$ cat src/rtl/tile_ram_pkg.sv
// ---------------------------------------------------------------------------
// tile_ram_pkg
//
// Shared definitions for the tileset RAM arbiter:
//   - default address / data widths of the tileset RAM
//     (64 tiles x 64 pixels, 4-bit palette indices)
//   - default starvation limit for the optional update guard
//   - arbiter FSM state encoding
//   - helper that sizes the starvation counter
// ---------------------------------------------------------------------------
package tile_ram_pkg;

    // Default geometry of the tileset RAM
    localparam int ADDR_W_DEF     = 12;
    localparam int DATA_W_DEF     = 4;

    // Default number of blocked update cycles before a forced update slot
    localparam int STARVE_MAX_DEF = 255;

    // Arbiter FSM: S_UPD_ACK is the single cycle in which an updater access
    // completes; the updater request line is not looked at in that cycle.
    typedef enum logic {
        S_IDLE    = 1'b0,
        S_UPD_ACK = 1'b1
    } arb_state_t;

    // Width needed to count from 0 up to max_val inclusive. Never returns 0
    // so that a degenerate limit still yields a legal vector.
    function automatic int starve_cnt_w(input int max_val);
        if (max_val < 1) begin
            return 1;
        end
        return $clog2(max_val + 1);
    endfunction

endpackage

$ cat src/rtl/arb_starve_counter.sv
// ---------------------------------------------------------------------------
// arb_starve_counter
//
// Tracks how long a pending updater request has been blocked by display
// traffic and flags a forced update slot once the limit is reached.
//
// Ports:
//   clk        in   clock, state on rising edge
//   rst_n      in   asynchronous active-low reset
//   upd_req    in   updater request level
//   idle       in   arbiter is able to grant the updater this cycle
//   upd_grant  in   updater was granted this cycle
//   forced     out  this cycle is a forced update slot
//
// Parameters:
//   STARVE_MAX number of blocked eligible cycles tolerated before forcing
// ---------------------------------------------------------------------------
module arb_starve_counter
    import tile_ram_pkg::*;
#(
    parameter int STARVE_MAX = STARVE_MAX_DEF
) (
    input  logic clk,
    input  logic rst_n,
    input  logic upd_req,
    input  logic idle,
    input  logic upd_grant,
    output logic forced
);

    localparam int              CNT_W   = starve_cnt_w(STARVE_MAX);
    localparam logic [CNT_W-1:0] CNT_MAX = CNT_W'(STARVE_MAX);

    logic [CNT_W-1:0] count;

    // Count only cycles in which the updater could have been served but was
    // not. A dropped request or a grant restarts the wait. The count sits at
    // its limit until the forced slot is taken, and simply holds during the
    // ack cycle where the request is not looked at.
    always_ff @(posedge clk or negedge rst_n) begin
        if (!rst_n) begin
            count <= '0;
        end else if (upd_grant || !upd_req) begin
            count <= '0;
        end else if (idle && (count != CNT_MAX)) begin
            count <= count + 1'b1;
        end
    end

    // The first eligible cycle after reaching the limit is the forced slot.
    assign forced = upd_req && idle && (count == CNT_MAX);

endmodule

$ cat src/rtl/tile_ram_arbiter.sv
// ---------------------------------------------------------------------------
// tile_ram_arbiter
//
// Shares the single tileset RAM port between the display pixel pipeline
// (fixed one-cycle read latency, up to one read per cycle) and the game-logic
// updater (sporadic reads/writes through a level req / one-cycle ack).
// The display has priority; the updater is served on free cycles.
//
// Build option:
//   TILE_ARB_STARVE_GUARD_EN  when defined, a blocked updater is guaranteed a
//                             slot after STARVE_MAX eligible cycles; the
//                             display read in that slot is dropped and
//                             reported on o_disp_miss. When undefined the
//                             display has strict priority and o_disp_miss
//                             is always 0.
//
// Ports:
//   i_clk, i_rst_n         clock, asynchronous active-low reset
//   i_disp_req/addr        display read request and address
//   o_disp_valid/data      display read result, one cycle after the request
//   o_disp_miss            display read dropped in favour of a forced update
//   i_upd_req/we/addr/wdata updater request, held until o_upd_ack
//   o_upd_ack              one-cycle completion pulse
//   o_upd_rdata            updater read data (valid with ack on reads,
//                          holds its last value otherwise)
//   o_ram_addr/data/wren   RAM port, combinational from the grant decision
//   i_ram_q                RAM read data, one cycle after the address
// ---------------------------------------------------------------------------
module tile_ram_arbiter
    import tile_ram_pkg::*;
#(
    parameter int ADDR_W     = ADDR_W_DEF,
    parameter int DATA_W     = DATA_W_DEF,
    parameter int STARVE_MAX = STARVE_MAX_DEF
) (
    input  logic              i_clk,
    input  logic              i_rst_n,

    input  logic              i_disp_req,
    input  logic [ADDR_W-1:0] i_disp_addr,
    output logic              o_disp_valid,
    output logic [DATA_W-1:0] o_disp_data,
    output logic              o_disp_miss,

    input  logic              i_upd_req,
    input  logic              i_upd_we,
    input  logic [ADDR_W-1:0] i_upd_addr,
    input  logic [DATA_W-1:0] i_upd_wdata,
    output logic              o_upd_ack,
    output logic [DATA_W-1:0] o_upd_rdata,

    output logic [ADDR_W-1:0] o_ram_addr,
    output logic [DATA_W-1:0] o_ram_data,
    output logic              o_ram_wren,
    input  logic [DATA_W-1:0] i_ram_q
);

    arb_state_t        state;
    arb_state_t        state_next;

    logic              idle;
    logic              forced;
    logic              upd_grant;
    logic              disp_grant;

    logic              disp_pending;
    logic              upd_rd_pending;
    logic [DATA_W-1:0] rdata_hold;

    assign idle = (state == S_IDLE);

`ifdef TILE_ARB_STARVE_GUARD_EN
    logic miss_pending;

    arb_starve_counter #(
        .STARVE_MAX (STARVE_MAX)
    ) u_starve (
        .clk        (i_clk),
        .rst_n      (i_rst_n),
        .upd_req    (i_upd_req),
        .idle       (idle),
        .upd_grant  (upd_grant),
        .forced     (forced)
    );

    // A display request that lost its slot to a forced update is reported
    // in the cycle its data would otherwise have appeared.
    always_ff @(posedge i_clk or negedge i_rst_n) begin
        if (!i_rst_n) begin
            miss_pending <= 1'b0;
        end else begin
            miss_pending <= forced && i_disp_req;
        end
    end

    assign o_disp_miss = miss_pending;
`else
    assign forced      = 1'b0;
    assign o_disp_miss = 1'b0;
`endif

    // Grant decision and RAM port drive. The updater only goes through when
    // the display is quiet or the slot is forced; an unused port is parked
    // at address 0 with writes disabled.
    always_comb begin
        upd_grant  = i_upd_req && idle && (!i_disp_req || forced);
        disp_grant = i_disp_req && !forced;

        o_ram_addr = '0;
        o_ram_data = '0;
        o_ram_wren = 1'b0;

        if (upd_grant) begin
            o_ram_addr = i_upd_addr;
            o_ram_wren = i_upd_we;
            if (i_upd_we) begin
                o_ram_data = i_upd_wdata;
            end
        end else if (disp_grant) begin
            o_ram_addr = i_disp_addr;
        end
    end

    // FSM next state: one ack cycle follows every updater grant, which also
    // enforces the two-cycle spacing between updates.
    always_comb begin
        state_next = state;
        case (state)
            S_IDLE: begin
                if (upd_grant) begin
                    state_next = S_UPD_ACK;
                end
            end
            S_UPD_ACK: begin
                state_next = S_IDLE;
            end
            default: begin
                state_next = S_IDLE;
            end
        endcase
    end

    // FSM state register
    always_ff @(posedge i_clk or negedge i_rst_n) begin
        if (!i_rst_n) begin
            state <= S_IDLE;
        end else begin
            state <= state_next;
        end
    end

    // Remember what was issued this cycle so the matching RAM data can be
    // steered to the right requester next cycle. The updater read result is
    // captured so o_upd_rdata keeps it after the ack (and across writes).
    always_ff @(posedge i_clk or negedge i_rst_n) begin
        if (!i_rst_n) begin
            disp_pending   <= 1'b0;
            upd_rd_pending <= 1'b0;
            rdata_hold     <= '0;
        end else begin
            disp_pending   <= disp_grant;
            upd_rd_pending <= upd_grant && !i_upd_we;
            if (o_upd_ack && upd_rd_pending) begin
                rdata_hold <= i_ram_q;
            end
        end
    end

    assign o_disp_valid = disp_pending;
    assign o_disp_data  = disp_pending ? i_ram_q : '0;
    assign o_upd_ack    = (state == S_UPD_ACK);
    assign o_upd_rdata  = (o_upd_ack && upd_rd_pending) ? i_ram_q : rdata_hold;

endmodule
$ cat config.mk
export PLATFORM = sky130hd
export DESIGN_NAME = tile_ram_arbiter
export DESIGN_NICKNAME = d
export VERILOG_FILES = /design/src/rtl/tile_ram_pkg.sv /design/src/rtl/arb_starve_counter.sv /design/src/rtl/tile_ram_arbiter.sv
export SDC_FILE = /design/constraint.sdc
export NUM_CORES = 1
export LEC_CHECK = 0
export CAP_MARGIN = 20
export CORE_AREA = 3 3 40 42
export CTS_CLUSTER_DIAMETER = 30
export DETAILED_ROUTE_END_ITERATION = 16
export DIE_AREA = 0 0 43 45
export DONT_BUFFER_PORTS = 1
export SETUP_SLACK_MARGIN = 0.15
export SLEW_MARGIN = 20
export SYNTH_ARGS = -nofsm -noshare
export SYNTH_HDL_FRONTEND = slang
export SYNTH_HIERARCHICAL = 1
export SYNTH_SLANG_ARGS = --single-unit
$ cat constraint.sdc
create_clock -name i_clk -period 3.3 [get_ports i_clk]
set_clock_uncertainty 0.05 [all_clocks]
set_input_delay 0.66 -clock i_clk [delete_from_list [all_inputs] [get_ports i_clk]]
set_output_delay 0.66 -clock i_clk [all_outputs]
set_load 0.05 [all_outputs]
Word-level counts from Yosys, hierarchy flattened. Index checks and enable logic that the tools add are counted.

Multiplexer cells: 9. Bitwise gates (word level): 1. Reductions and logical operators: 6.

Operator list (count): 12-bit 2-to-1 mux (2); 4-bit 2-to-1 mux (4); 1-bit logical AND (4); 1-bit zero test (2); 1-bit 2-to-1 mux (2); 1-bit one-hot mux with 2 select lines (1); 1-bit inverter (1).

Bits in registers: 7. Input bits: 37. Output and inout bits: 28. Logic and storage cells: 20.

Longest topological paths before layout. Gate-level depths: netlist of run 1.

Depth after elaboration: 5. Mapped depth: 4. Depth with buffers taken out: 2.

Least setup slack after synthesis of run 1. Ideal clock, no wire load.

Path type: reg-to-output. Start point: reg state, in the netlist o_upd_ack. End point: out o_ram_addr[4]. Data arrival time: 2.053 ns. Data required time: 2.590 ns. Slack: 0.537 ns. Stages on the path, launching flop included: 4. Path buffers: 1. Cells stage by stage: dfrtp_1 -> nand2b_4 -> buf_6 -> o21ai_0.

Longest elaborated chain between the ends: 4.

Ends and longest elaborated chain: from (decl) (RTL line tile_ram_arbiter.sv:58) `arb_state_t state;`; from (signal assigned) (RTL line tile_ram_arbiter.sv:148) `state <= state_next;`; 1-bit inverter; 1-bit logical AND (2 in series) (RTL line tile_ram_arbiter.sv:106) `upd_grant = i_upd_req && idle && (!i_disp_req || forced);`; 12-bit 2-to-1 mux (RTL line tile_ram_arbiter.sv:113) `if (upd_grant) begin`; to (decl) (RTL line tile_ram_arbiter.sv:52) `output logic [ADDR_W-1:0] o_ram_addr,`.

No other way between the ends.

Worst setup path after layout of run 1.
Start point: reg state, in the netlist o_upd_ack. End point: out o_ram_data[0].

Longest elaborated chain between the ends: 4.

Ends and longest elaborated chain: 1-bit inverter; 1-bit logical AND (2 in series) (RTL line tile_ram_arbiter.sv:106); 4-bit 2-to-1 mux (RTL line tile_ram_arbiter.sv:113); to (decl) (RTL line tile_ram_arbiter.sv:53) `output logic [DATA_W-1:0] o_ram_data,`.

No other way between the ends.

==> metrics, run 1 <==
Die W=43 um; design area=644 um2; Critical Path Start=o_upd_ack$_DFF_PN0_; r2r setup slk=around 1700 ps; Critical Path End Type=output pin; Syn-to-layout area delta=17.0%; LEAKAGE=0.290 nW; met2 GRT Util=19.2%; die height=approximately 45 um; Int Power=roughly 0.18 mW; YS warnings=6; initial DRC count=5; Comb power frac=47.0%; RSZ-0062 raised after global routing=no; die area=0.00194 mm2; hold buffers post-CTS=0; final core utilization=50.1%; final antenna-violating net count=0; Post-Syn Area=551 um2; switching share of power=47.1%; met1 Use GR=11.6%; Seq pwr share=31.6%; placed cell area=618 um2; crit share post-route=between 70% and 80%; post-CTS setup buffers=0; Vias=between 400 and 500; peak supply drop=0.000273 V; Min-Delay Path Class=primary input to asynchronous set/reset pin; root buf cell=clkbuf_4; final setup fails=0; clk slew on worst S/H paths=50 ps; Antenna diodes=0; Post-Layout Cell Count=92; Final Max Slew Viols=0; Net Switching=0.163 mW; Clock Path Buffers=2; post-cts sizing count=0; met3 usage=5.58%; setup_tns=0 ps; worst path arrival time=1930 ps; crit-path max FO=5; GR peak layer=met2; GRT Overall Usage=between 10% and 20%; crit path kind=flip-flop to output pin; Fin Hold WS=58.5 ps; layout cell share with drive strength beyond 1=between 20% and 30%; largest net degree at the start of global routing=28; flops & latches, synth=7; Least-Margin Pin Slew=607 ps; Routability Congestion=0.609; Clk pwr share=21.4%; Row Count=13; Cells after DPL=between 80 and 90; Final min period=2640 ps; Num CTS Buffers=3; RR Startpoint=o_upd_ack$_DFF_PN0_; status=finished, final reports clean; DP Worst Slack=between 900 and 1000 ps; Max Cap Violations=0; Avg Inst Size Synth=8.47 um2; clk sink count=7; Distinct cells, synth=15; power density cells=approximately 540 mW/mm2; CTS tree=done; fmax=379 MHz; Remaining DRCs=0; Overall Power=about 0.35 mW; via count of the first global-routing pass=381; reg2reg path depth=2; total grt overflow=0; Worst EP required=about 2600 ps; final WL=1.26 mm; drt wl/cell=13.7 um; I/O Pins=65; port bufs=0; normalized max-slew margin=about three fifths; router iterations before antenna repair=2; core outline area=0.00128 mm2; first-pass GRT wire length=1.60 mm; post-synth net total=roughly 100; sequential share of the synthesized area=31.8%; Syn Inst Count=65; Final Hold Viols=0; CTS HTree Levels=1; startpoint types=flip-flop; setup ws final=662 ps; Initial Util=42.8%; Vias/cell=5.24; Final Net Count=115; Worst-Skew Late Latency=approximately 240 ps; antenna violations before repair=0
==> metal layers <==
| layer | share of wire (%) | vias to the layer above |
|---|---|---|
| met5 | 0 | - |
| met4 | 0 | 0 |
| met3 | 13 | 0 |
| met2 | 49 | 35 |
| met1 | 37 | 215 |
| li1 | - | 232 |
==> cells in the final DEF (no fill, tap or decap) <==
| master | netlist | layout |
|---|---|---|
| nand2b_1 | 12 | 12 |
| nand2_1 | 12 | 12 |
| buf_4 | 1 | 12 |
| o21ai_1 | 9 | 10 |
| and2_1 | 8 | 8 |
| dfrtp_1 | 7 | 7 |
| mux2_2 | 4 | 4 |
| clkbuf_4 | 0 | 3 |
| o21ai_0 | 3 | 2 |
| nand2_2 | 1 | 1 |
| nand2b_4 | 1 | 1 |
| and4bb_4 | 1 | 1 |
| nor3b_2 | 1 | 1 |
| nor2b_1 | 1 | 1 |
| conb_1 | 1 | 1 |
| clkbuf_1 | 0 | 1 |
==> kinds of logic (layout without fill, tap and decap cells) <==
logic type / Yosys count / count (layout) / synth area share (%)
multiplexers: 4 / 4 / 8.18
AO/OA/AOI/OAI: 12 / 12 / 10.9
other: 1 / 1 / 0.681
AND/OR/NAND/NOR: 37 / 37 / 40.9
buffers and inverters: 4 / 16 / 7.50
flip-flops: 7 / 7 / 31.8
==> critical path: stages (launching register included) <==
cell and delay, ps:
dfrtp_1 610, and4bb_4 590, and2_1 480
==> layout make-up <==
type,instances,area [um2]
Fill cell,131,641
Multi-Input combinational cell,54,334
Sequential cell,7,175
Timing Repair Buffer,12,90.1
Clock buffer,4,26.3
Tap cell,15,18.8
==> power groups by stage <==
| stage | combinational, mW | sequential [mW] | clock, mW |
|---|---|---|---|
| 2_1_floorplan | 0.148 | 0.109 | 0 |
| 3_3_place_gp | 0.163 | 0.110 | 0 |
| 3_5_place_dp | 0.164 | 0.111 | 0 |
| 4_1_cts | 0.164 | 0.110 | 0.0779 |
| 5_1_grt | 0.169 | 0.111 | 0.0813 |
| 6_report | 0.163 | 0.109 | 0.0741 |
==> final timing paths <==
check | endpoint
worst max-delay path | o_ram_data[0]
worst min-delay path | o_upd_ack$_DFF_PN0_
worst max register to register | rdata_hold[2]$_DFF_PN0_
worst min register to register | rdata_hold[3]$_DFF_PN0_
max in group asynchronous | rdata_hold[2]$_DFF_PN0_
min in group i_clk | o_disp_valid$_DFF_PN0_
==> state kept, by name, indices dropped and copies added (netlist names) <==
signal	flops
rdata_hold	4
o_disp_valid	1
upd_rd_pending	1
o_upd_ack	1
==> Yosys cell counts (all sizes together) <==
cell type,count,area [um2]
nand2,13,51.3
nand2b,13,88.8
o21ai,12,60.1
and2,8,50.1
dfrtp,7,175
buf,4,41.3
mux2,4,45.0
and4bb,1,16.3
conb,1,3.75
nor2b,1,6.26
nor3b,1,12.5
Power figures use the tool's default switching activity.
==> inputs of run 2 (changes only) <==
- clock period: 3.3 -> 2.4 ns (I/O delays scaled with it)
==> metrics, run 2 (same netlist as run 1, synthesis figures left out) <==
status=finished, final reports clean; Seq pwr share=29.5% (-2.1 points); Num CTS Buffers=3 (unchanged); Die W=43 um (unchanged); Biggest register=rdata_hold; worst path arrival time=1330 ps (-600 ps); leading cell type in the layout, fill and taps excluded=buf_4; setup ws final=537 ps (-126 ps); max FFs per register=4 (unchanged); layout cell share with drive strength beyond 1=35.3% (+5.4 points); Min-Delay Path Class=primary input to flip-flop; drt wl/cell=12.8 um (-6.9%); fmax=537 MHz; Comb power frac=49.9% (+2.9 points); Row Count=13 (unchanged); crit-path max FO=5 (unchanged); setup_tns=0 ps (unchanged); core outline area=0.00128 mm2 (unchanged); RSZ-0062 raised after global routing=no; crit path kind=flip-flop to output pin; Worst-Skew Late Latency=240 ps (about the same); Final min period=1860 ps; post-cts sizing count=0 (unchanged); total grt overflow=0 (unchanged); top layer in use=met3; GRT Overall Usage=12.7% (+1.4 points); initial DRC count=1 (-4); post-CTS setup buffers=0 (unchanged); switching share of power=46.6% (-0.49 points); WL met2=661 um (+6.1%); startpoint types=flip-flop; most frequent cells in the layout=buf_4, nand2b_1, nand2_1; root buf cell=clkbuf_4; Antenna diodes=0 (unchanged); antenna violations before repair=0 (unchanged); power density cells=684 mW/mm2 (+27%); Clk pwr share=20.6% (-0.8 points); CTS HTree Levels=1 (unchanged); Critical Path End Type=output pin; I/O Pins=65 (unchanged); LEAKAGE=0.331 nW (+14%); largest net degree at the start of global routing=28 (unchanged); final setup fails=0 (unchanged); via count of the first global-routing pass=463 (+22%); Int Power=0.258 mW (+41%); Max Cap Violations=0 (unchanged); clk sink count=7 (unchanged); Initial Util=42.8% (unchanged); peak supply drop=0.000503 V (+84%); die height=45 um (unchanged); Remaining DRCs=0 (unchanged); Routability Congestion=0.610 (+0.20%); DP Worst Slack=757 ps (-169 ps); Syn-to-layout area delta=28.4%; Net Switching=0.225 mW (+38%); router iterations before antenna repair=2 (unchanged); met3 wire length=186 um (+11%); Clock Path Buffers=2 (unchanged); die area=0.00194 mm2 (unchanged); Worst EP required=1870 ps (-720 ps); clk slew on worst S/H paths=50 ps (about the same); Final Net Count=123 (+7.0%); CTS tree=done; Final Hold Viols=0 (unchanged); crit share post-route=77.6%; Vias=511 (+6.0%); final WL=1.28 mm (+1.2%); hold buffers post-CTS=1 (+1); Final Max Slew Viols=0 (unchanged); Vias/cell=5.11 (-2.5%); final antenna-violating net count=0 (unchanged); first-pass GRT wire length=1.89 mm (+18%); port bufs=0 (unchanged); M1 WL=428 um (-8.7%)
## run 2: changes by cell type in the layout (fill, tap and decap cells not counted)
cell / before / now
buf_4: 12 / 19
dlygate4sd3_1: 0 / 1
## run 2: worst max-delay path, stage by stage, from the launching register on
cell      delay [ps]
dfrtp_1          410
and4bb_4         360
and2_1           130
buf_4            190
## run 2: path summary, 6_finish.rpt
path | to | depth (start not counted) | start | slack (ps)
max in group asynchronous | o_upd_ack$_DFF_PN0_ | 1 | i_rst_n | 1560
max | o_ram_data[0] | 3 | o_upd_ack$_DFF_PN0_ | 540
min | o_disp_valid$_DFF_PN0_ | 0 | i_disp_req | 210
min reg2reg | rdata_hold[3]$_DFF_PN0_ | 1 | rdata_hold[3]$_DFF_PN0_ | 670
min in group asynchronous | rdata_hold[3]$_DFF_PN0_ | 1 | i_rst_n | 510
max reg2reg | rdata_hold[0]$_DFF_PN0_ | 2 | o_upd_ack$_DFF_PN0_ | 1180
## run 2: per-stage QoR
step	utilization [%]	power (mW)	cells	hold slack [ps]	cell area [um2]
2_1_floorplan	-	0.353	65	134	551
3_3_place_gp	52.2	0.381	95	135	671
3_5_place_dp	52.2	0.385	95	135	671
4_1_cts	55.0	0.491	100	205	707
5_1_grt	55.0	0.511	100	192	707
6_report	55.0	0.484	100	215	707
## run 2: power groups by stage
stage	registers, mW	clock network, mW	logic, mW
6_report	0.143	0.0996	0.241
5_1_grt	0.143	0.115	0.252
4_1_cts	0.143	0.104	0.244
3_5_place_dp	0.145	0	0.241
3_3_place_gp	0.143	0	0.237
2_1_floorplan	0.150	0	0.203
## run 2: final cells by class
cell class / instances / area, um2
Fill cell: 126 / 578
Multi-Input combinational cell: 54 / 334
Timing Repair Buffer: 20 / 153
Tap cell: 15 / 18.8
Sequential cell: 7 / 175
Clock buffer: 4 / 26.3
## run 2: per-layer routing
metal	track usage (%)	up-vias
met5	0	-
met4	1.81	0
met3	7.57	0
met2	22.5	36
met1	13.3	227
li1	-	248
